<file path="config.mk">
export PLATFORM = sky130hd
export DESIGN_NAME = mult_share_arbiter
export DESIGN_NICKNAME = d
export VERILOG_FILES = /design/src/rtl/mult_share_pkg.sv /design/src/rtl/mult_share_rsp_fifo.sv /design/src/rtl/mult_share_arbiter.sv
export SDC_FILE = /design/constraint.sdc
export NUM_CORES = 1
export LEC_CHECK = 0
export ABC_AREA = 1
export BUFFER_PORTS_ARGS = -buffer_cell sky130_fd_sc_hd__buf_2
export CAP_MARGIN = 20
export CORE_AREA = 4 4 173 175
export DETAILED_ROUTE_END_ITERATION = 12
export DIE_AREA = 0 0 177 179
export PLACE_DENSITY_LB_ADDON = 0.08
export SYNTH_ARGS = -nofsm -noshare
export SYNTH_HDL_FRONTEND = slang
export SYNTH_HIERARCHICAL = 1
export SYNTH_SLANG_ARGS = --single-unit
</file>
<file path="constraint.sdc">
create_clock -name clk_i -period 2.64 [get_ports clk_i]
set_input_delay 0.132 -clock clk_i [delete_from_list [all_inputs] [get_ports clk_i]]
set_output_delay 0.132 -clock clk_i [all_outputs]
set_load 0.01 [all_outputs]
</file>
<file path="src/rtl/mult_share_pkg.sv">
// Shared types and the round-robin pick helper for the multiplier-sharing arbiter.
// Type widths follow the DEF_* defaults below; instantiate the top with matching parameters.
package mult_share_pkg;

  localparam int DEF_N_REQ       = 4;
  localparam int DEF_DATA_WIDTH  = 16;
  localparam int DEF_MUL_LATENCY = 7;
  localparam int DEF_FIFO_DEPTH  = 8;
  localparam int REQ_ID_W        = (DEF_N_REQ > 1) ? $clog2(DEF_N_REQ) : 1;

  typedef logic [REQ_ID_W-1:0] req_id_t;

  typedef struct packed {
    req_id_t                       id;
    logic [2*DEF_DATA_WIDTH-1:0]   data;
  } rsp_entry_t;

  // Returns {found, index}: first asserted valid bit at or after ptr, wrapping.
  function automatic logic [REQ_ID_W:0] rr_pick(input logic [DEF_N_REQ-1:0] valid,
                                                input req_id_t               ptr);
    logic [REQ_ID_W:0] res;
    int                idx;
    res = '0;
    for (int k = DEF_N_REQ - 1; k >= 0; k--) begin
      idx = (int'(ptr) + k) % DEF_N_REQ;
      if (valid[idx]) res = {1'b1, req_id_t'(idx)};
    end
    return res;
  endfunction

endpackage

</file>
<file path="src/rtl/mult_share_rsp_fifo.sv">
// Result FIFO of {id, product} entries with a registered head and an occupancy count.
// The arbiter's credit check guarantees a push never lands on a full FIFO without a pop.
module mult_share_rsp_fifo
  import mult_share_pkg::*;
#(
  parameter int DEPTH = 8,
  parameter int CW    = $clog2(DEPTH + 1)
) (
  input  logic          clk_i,
  input  logic          reset_i,
  input  logic          push_i,
  input  rsp_entry_t    push_data_i,
  input  logic          pop_i,
  output logic          valid_o,
  output rsp_entry_t    head_o,
  output logic [CW-1:0] count_o
);

  localparam int PW = (DEPTH > 1) ? $clog2(DEPTH) : 1;

  rsp_entry_t    mem_q [DEPTH];
  logic [PW-1:0] wr_q, rd_q;
  logic [CW-1:0] cnt_q, cnt_d;
  logic          do_pop;

  function automatic logic [PW-1:0] bump(input logic [PW-1:0] p);
    return (p == PW'(DEPTH - 1)) ? '0 : p + 1'b1;
  endfunction

  assign valid_o = (cnt_q != '0);
  assign do_pop  = pop_i & valid_o;
  assign head_o  = valid_o ? mem_q[rd_q] : '0;
  assign count_o = cnt_q;

  always_comb begin
    cnt_d = cnt_q;
    case ({push_i, do_pop})
      2'b10:   cnt_d = cnt_q + 1'b1;
      2'b01:   cnt_d = cnt_q - 1'b1;
      default: cnt_d = cnt_q;
    endcase
  end

  always_ff @(posedge clk_i) begin
    if (reset_i) begin
      wr_q  <= '0;
      rd_q  <= '0;
      cnt_q <= '0;
    end else begin
      cnt_q <= cnt_d;
      if (push_i) wr_q <= bump(wr_q);
      if (do_pop) rd_q <= bump(rd_q);
    end
  end

  always_ff @(posedge clk_i) begin
    if (push_i) mem_q[wr_q] <= push_data_i;
  end

endmodule

</file>
<file path="src/rtl/mult_share_arbiter.sv">
// Round-robin sharing of one fixed-latency multiplier among N_REQ requesters, results in issue order.
// Optional MULT_SHARE_ARB_STATS_EN adds saturating per-requester grant counters on grant_count_o.
module mult_share_arbiter
  import mult_share_pkg::*;
#(
  parameter int N_REQ       = DEF_N_REQ,
  parameter int DATA_WIDTH  = DEF_DATA_WIDTH,
  parameter int MUL_LATENCY = DEF_MUL_LATENCY,
  parameter int FIFO_DEPTH  = DEF_FIFO_DEPTH
) (
  input  logic                                clk_i,
  input  logic                                reset_i,
  input  logic [N_REQ-1:0]                    req_valid_i,
  output logic [N_REQ-1:0]                    req_ready_o,
  input  logic [N_REQ-1:0][DATA_WIDTH-1:0]    req_a_i,
  input  logic [N_REQ-1:0][DATA_WIDTH-1:0]    req_b_i,
  output logic [DATA_WIDTH-1:0]               mul_in1_o,
  output logic [DATA_WIDTH-1:0]               mul_in2_o,
  input  logic [2*DATA_WIDTH-1:0]             mul_out_i,
  output logic                                rsp_valid_o,
  input  logic                                rsp_ready_i,
  output req_id_t                             rsp_id_o,
  output logic [2*DATA_WIDTH-1:0]             rsp_data_o
`ifdef MULT_SHARE_ARB_STATS_EN
  ,output logic [N_REQ-1:0][31:0]             grant_count_o
`endif
);

  localparam int            OW      = $clog2(FIFO_DEPTH + 1);
  localparam logic [OW-1:0] DEPTH_C = OW'(FIFO_DEPTH);

  logic [REQ_ID_W:0]      pick;
  logic                   found, pop, credit_ok, issue, push;
  req_id_t                win, ptr_q, ptr_d;
  logic [OW-1:0]          inflight_q, inflight_d, fifo_cnt, outstanding;
  logic [MUL_LATENCY-1:0] tag_vld_q;
  req_id_t                tag_id_q [MUL_LATENCY];
  rsp_entry_t             push_entry, head;

  assign pick  = rr_pick(req_valid_i, ptr_q);
  assign found = pick[REQ_ID_W];
  assign win   = pick[REQ_ID_W-1:0];

  // Outstanding = ops still in the multiplier plus results parked in the FIFO.
  assign pop         = rsp_valid_o & rsp_ready_i;
  assign outstanding = inflight_q + fifo_cnt;
  assign credit_ok   = (outstanding < DEPTH_C) || ((outstanding == DEPTH_C) && pop);
  assign issue       = found & credit_ok & ~reset_i;

  always_comb begin
    req_ready_o = '0;
    if (issue) req_ready_o[win] = 1'b1;
  end

  assign mul_in1_o = issue ? req_a_i[win] : '0;
  assign mul_in2_o = issue ? req_b_i[win] : '0;

  assign ptr_d = !issue ? ptr_q :
                 (win == req_id_t'(N_REQ - 1)) ? '0 : win + 1'b1;

  assign push       = tag_vld_q[MUL_LATENCY-1];
  assign push_entry = '{id: tag_id_q[MUL_LATENCY-1], data: mul_out_i};

  always_comb begin
    inflight_d = inflight_q;
    case ({issue, push})
      2'b10:   inflight_d = inflight_q + 1'b1;
      2'b01:   inflight_d = inflight_q - 1'b1;
      default: inflight_d = inflight_q;
    endcase
  end

  always_ff @(posedge clk_i) begin
    if (reset_i) begin
      ptr_q      <= '0;
      inflight_q <= '0;
      tag_vld_q  <= '0;
      for (int i = 0; i < MUL_LATENCY; i++) tag_id_q[i] <= '0;
    end else begin
      ptr_q        <= ptr_d;
      inflight_q   <= inflight_d;
      tag_vld_q[0] <= issue;
      tag_id_q[0]  <= win;
      for (int i = 1; i < MUL_LATENCY; i++) begin
        tag_vld_q[i] <= tag_vld_q[i-1];
        tag_id_q[i]  <= tag_id_q[i-1];
      end
    end
  end

  mult_share_rsp_fifo #(
    .DEPTH (FIFO_DEPTH),
    .CW    (OW)
  ) u_rsp_fifo (
    .clk_i       (clk_i),
    .reset_i     (reset_i),
    .push_i      (push),
    .push_data_i (push_entry),
    .pop_i       (pop),
    .valid_o     (rsp_valid_o),
    .head_o      (head),
    .count_o     (fifo_cnt)
  );

  assign rsp_id_o   = head.id;
  assign rsp_data_o = head.data;

`ifdef MULT_SHARE_ARB_STATS_EN
  logic [N_REQ-1:0][31:0] grant_cnt_q;

  always_ff @(posedge clk_i) begin
    if (reset_i) begin
      grant_cnt_q <= '0;
    end else if (issue && (grant_cnt_q[win] != '1)) begin
      grant_cnt_q[win] <= grant_cnt_q[win] + 32'd1;
    end
  end

  assign grant_count_o = grant_cnt_q;
`endif

endmodule
</file>
==> run metrics <==
run status=finished with violations; violations in the final reports=negative setup slack; combined area of all synthesized cells=between 0.01 and 0.015 mm^2; cell at the root of the clock tree=sky130_fd_sc_hd__clkbuf_16; asr flop ratio synth=0%; Filler Cells Inserted=2303; count of cell types in the netlist=30; hold depth=7; number of antenna violations at the first check in global routing=0; combinational share of power=a little under two fifths; transition at the pin with the smallest max-transition slack=about 570 ps; die outline width=between 150 and 200 um; detailed-route wire length per cell=17.9 um; TritonCTS clock tree=built; worst voltage drop across the vdd grid=a little under 0.8 mV; net count after synthesis=around 1600; type of the most critical hold path=in -> reg; total vias in the final route=roughly 11000; total negative slack=-59.4 ps; number of DRC markers in iteration 0=between 500 and 600; number of flops mapped to enable cells by yosys=272; Synth warnings=6; Power Dens Cells=~860 mW/mm^2; height of the chip=around 180 um; Static Leakage=roughly 7.3 nW; Avg Inst Size Synth=about 10 um^2; minimum setup slack in the final design=-14.7 ps; portion of the post-synthesis area used by sequential elements=between 60 and 70%; die footprint=approximately 0.032 mm^2; max-capacitance violation count=0; final clock period utilization by the worst path=101%; minimum period implied by the final worst setup slack=~2700 ps; DRT Wirelength=approximately 38000 um; antenna cell count=0; number of cell rows=62; number of sinks on the clock net=roughly 310; number of port buffers=about 240; number of placed I/O pins=between 200 and 250; setup repair after global routing missed its margin=true; Arr. time, crit path=about 2500 ps; largest net degree at the start of global routing=slightly above 100; gp weighted congestion=about 0.90; power dissipated by switching net loads=5.23 mW; crit-path max FO=7; top_reg_cell synth=sky130_fd_sc_hd__edfxtp_1; remaining global-route overflow=0; number of instances in the synthesized netlist=about 1400; relative slew slack=just over 60%; Tot GR Track Use=between 20% and 30%; DRC violations left=0; nature of the critical path endpoint=primary output; first-pass detailed-route iteration total=5; path type of the worst setup path=reg -> out; Seq cells post-synth=312; floorplan core area=0.0285 mm^2; Setup-failing EPs final=7; crit start category=flip-flop; CP Data Required Time=between 2000 and 3000 ps; clock latency on the worst-skew pair=approximately 570 ps; number of cells traversed by the worst register-to-register path=15; estimated wirelength of the detail-placed design=21400 um; share of Yosys cell area claimed by the top area cell type=between 50% and 60%; post-layout net count=~1900; starting density of the core=between 50% and 60%; achievable frequency=~380 MHz; internal power summed over all cells=around 10 mW; number of global-route vias before repair=around 11000; clock slew at the register clock pins of the worst setup and hold paths=roughly 60 ps; Final Hold Vio Count=0; fraction of layout cells with a size suffix above 1=about 24%; number of max-slew violations in the final report=0; Clock H-tree levels=1; switching power share of the total=approximately 34%; post-route antenna net violation count=0; Clock Skews=roughly 21 ps; Util after Layout=approximately 64%; deepest clock path buffer count=3; cell types with the largest area share after synthesis=sky130_fd_sc_hd__edfxtp_1 57%, sky130_fd_sc_hd__nor2_1 7.5%, sky130_fd_sc_hd__dfxtp_1 5.6%; number of buffers created by CTS=31; Clock Power Share=around a quarter; area delta synth->final=26.2%; via-per-instance ratio=5.30; first-pass GRT wire length=approximately 55000 um; sequential share of power=a little over a third; cell taking the most area after synthesis=sky130_fd_sc_hd__edfxtp_1
## repair_timing
action / CTS / global route
resized for setup: 27 / 97
pin swaps: 1 / 6
gates cloned: 1 / 9
setup endpoints to repair: 37 / 45
hold buffers: 33 / 0
setup buffers: 2 / 12
hold endpoints to repair: 261 / 0
## cells in the mapped netlist, types with 2 or more instances
cell and count:
sky130_fd_sc_hd__nand3_1 107, sky130_fd_sc_hd__o21ai_1 26, sky130_fd_sc_hd__a21oi_1 50, sky130_fd_sc_hd__ha_1 17, sky130_fd_sc_hd__inv_2 3, sky130_fd_sc_hd__inv_1 154
sky130_fd_sc_hd__edfxtp_1 272, sky130_fd_sc_hd__buf_12 2, sky130_fd_sc_hd__o22ai_1 34, sky130_fd_sc_hd__nand3b_1 33, sky130_fd_sc_hd__buf_4 14, sky130_fd_sc_hd__nor2_1 286
sky130_fd_sc_hd__nand3_2 2, sky130_fd_sc_hd__dfxtp_1 40, sky130_fd_sc_hd__xnor2_1 5, sky130_fd_sc_hd__o21ai_0 125, sky130_fd_sc_hd__clkbuf_1 22, sky130_fd_sc_hd__buf_6 17
sky130_fd_sc_hd__nand2_1 142, sky130_fd_sc_hd__buf_2 27, sky130_fd_sc_hd__clkbuf_2 6, sky130_fd_sc_hd__o211ai_1 34, sky130_fd_sc_hd__nand2_2 5
## through the flow
stage | power, mW | cell area, um^2 | hold slack (ps) | cells | setup WS, ps
6_report | 15.5 | 18200 | 162 | 2114 | -14.7
5_1_grt | 16.3 | 18200 | 237 | 2114 | -134
4_1_cts | 14.0 | 17400 | 138 | 2093 | -47.8
3_5_place_dp | 9.64 | 16000 | 396 | 2000 | -38.6
3_3_place_gp | 9.62 | 16000 | 389 | 2000 | 68.0
2_1_floorplan | 8.67 | 14400 | 201 | 1430 | 11.2
## flip-flops by register name, indices dropped and copies added (netlist names), named ones only
name and flops:
tag_id_q 14, u_rsp_fifo/mem_q 272, u_rsp_fifo/wr_q 3, tag_vld_q 7, u_rsp_fifo/count_o 4, u_rsp_fifo/rd_q 3, inflight_q 4, ptr_q 2
## kinds of logic (layout without fill, tap and decap cells)
logic type | Yosys count | count (layout) | synth area share [%]
xor+xnor | 6 | 6 | 0.365
flops | 312 | 312 | 62.4
fa+ha+maj | 18 | 18 | 1.62
simple gates | 578 | 578 | 17.1
compound gates | 271 | 271 | 10.4
buf+inv | 245 | 545 | 8.16
## power by group through the flow
stage               Clock [mW]  Combinational (mW)  Sequential (mW)
floorplan                    0                3.12             5.55
global placement             0                4.05             5.57
detailed placement           0                4.07             5.57
CTS                       4.23                4.30             5.48
global route              4.43                6.36             5.48
finish                    4.14                5.92             5.47
## final cells by class
class	instances	area, um^2	share of cell area (%)
clock buffer	38	812	4.47
clock inverter	19	146	0.807
inverter	157	598	3.29
multi-input combinational	873	4650	25.6
sequential	312	8990	49.5
tap	384	480	2.65
timing repair buffer	331	2480	13.7
## final timing paths
kind                                 to                               start  slack, ps
max                        mul_in1_o[0]  u_rsp_fifo/count_o[0]$_SDFFE_PP0P_        -10
min                           flip-flop                         rsp_ready_i        160
max reg2reg  inflight_q[2]$_SDFFE_PP0P_  u_rsp_fifo/count_o[0]$_SDFFE_PP0P_         60
min reg2reg   tag_id_q[0][8]$_SDFF_PP0_           tag_id_q[0][6]$_SDFF_PP0_        400
## critical path, cell delays in order (launching register included)
cell,delay (ps)
sky130_fd_sc_hd__dfxtp_4,350
sky130_fd_sc_hd__ha_4,160
sky130_fd_sc_hd__fa_1,430
sky130_fd_sc_hd__nor3_1,170
sky130_fd_sc_hd__nand2_1,80
sky130_fd_sc_hd__nand2_2,90
sky130_fd_sc_hd__nand3_4,70
sky130_fd_sc_hd__buf_12,160
sky130_fd_sc_hd__clkbuf_16,170
sky130_fd_sc_hd__a21oi_4,140
sky130_fd_sc_hd__buf_6,120
## cells in the final DEF (no fill, tap or decap), drive strengths merged
cell / synthesis / layout
edfxtp: 272 / 272
nand4: 2 / 2
o21ai: 152 / 152
nand3: 109 / 109
a21oi: 50 / 50
o221ai: 1 / 1
xnor2: 5 / 5
dlygate4sd3: 0 / 33
nand3b: 33 / 33
xor2: 1 / 1
fa: 1 / 1
clkbuf: 28 / 45
clkinv: 0 / 17
bufinv: 0 / 2
dfxtp: 40 / 40
o211ai: 34 / 34
o22ai: 34 / 34
inv: 157 / 157
nand2: 147 / 147
nor2: 286 / 286
nor3: 1 / 1
buf: 60 / 291
ha: 17 / 17
## metal layers
| layer | vias up | global-route usage (%) | routed length (um) |
|---|---|---|---|
| met5 | - | 0 | 0 |
| met3 | 74 | 3.12 | 2110 |
| met4 | 0 | 6.90 | 1140 |
| met1 | 5355 | 26.9 | 15600 |
| li1 | 5425 | - | - |
| met2 | 346 | 40.3 | 19000 |
No activity file was read; power rests on OpenSTA's default activity.
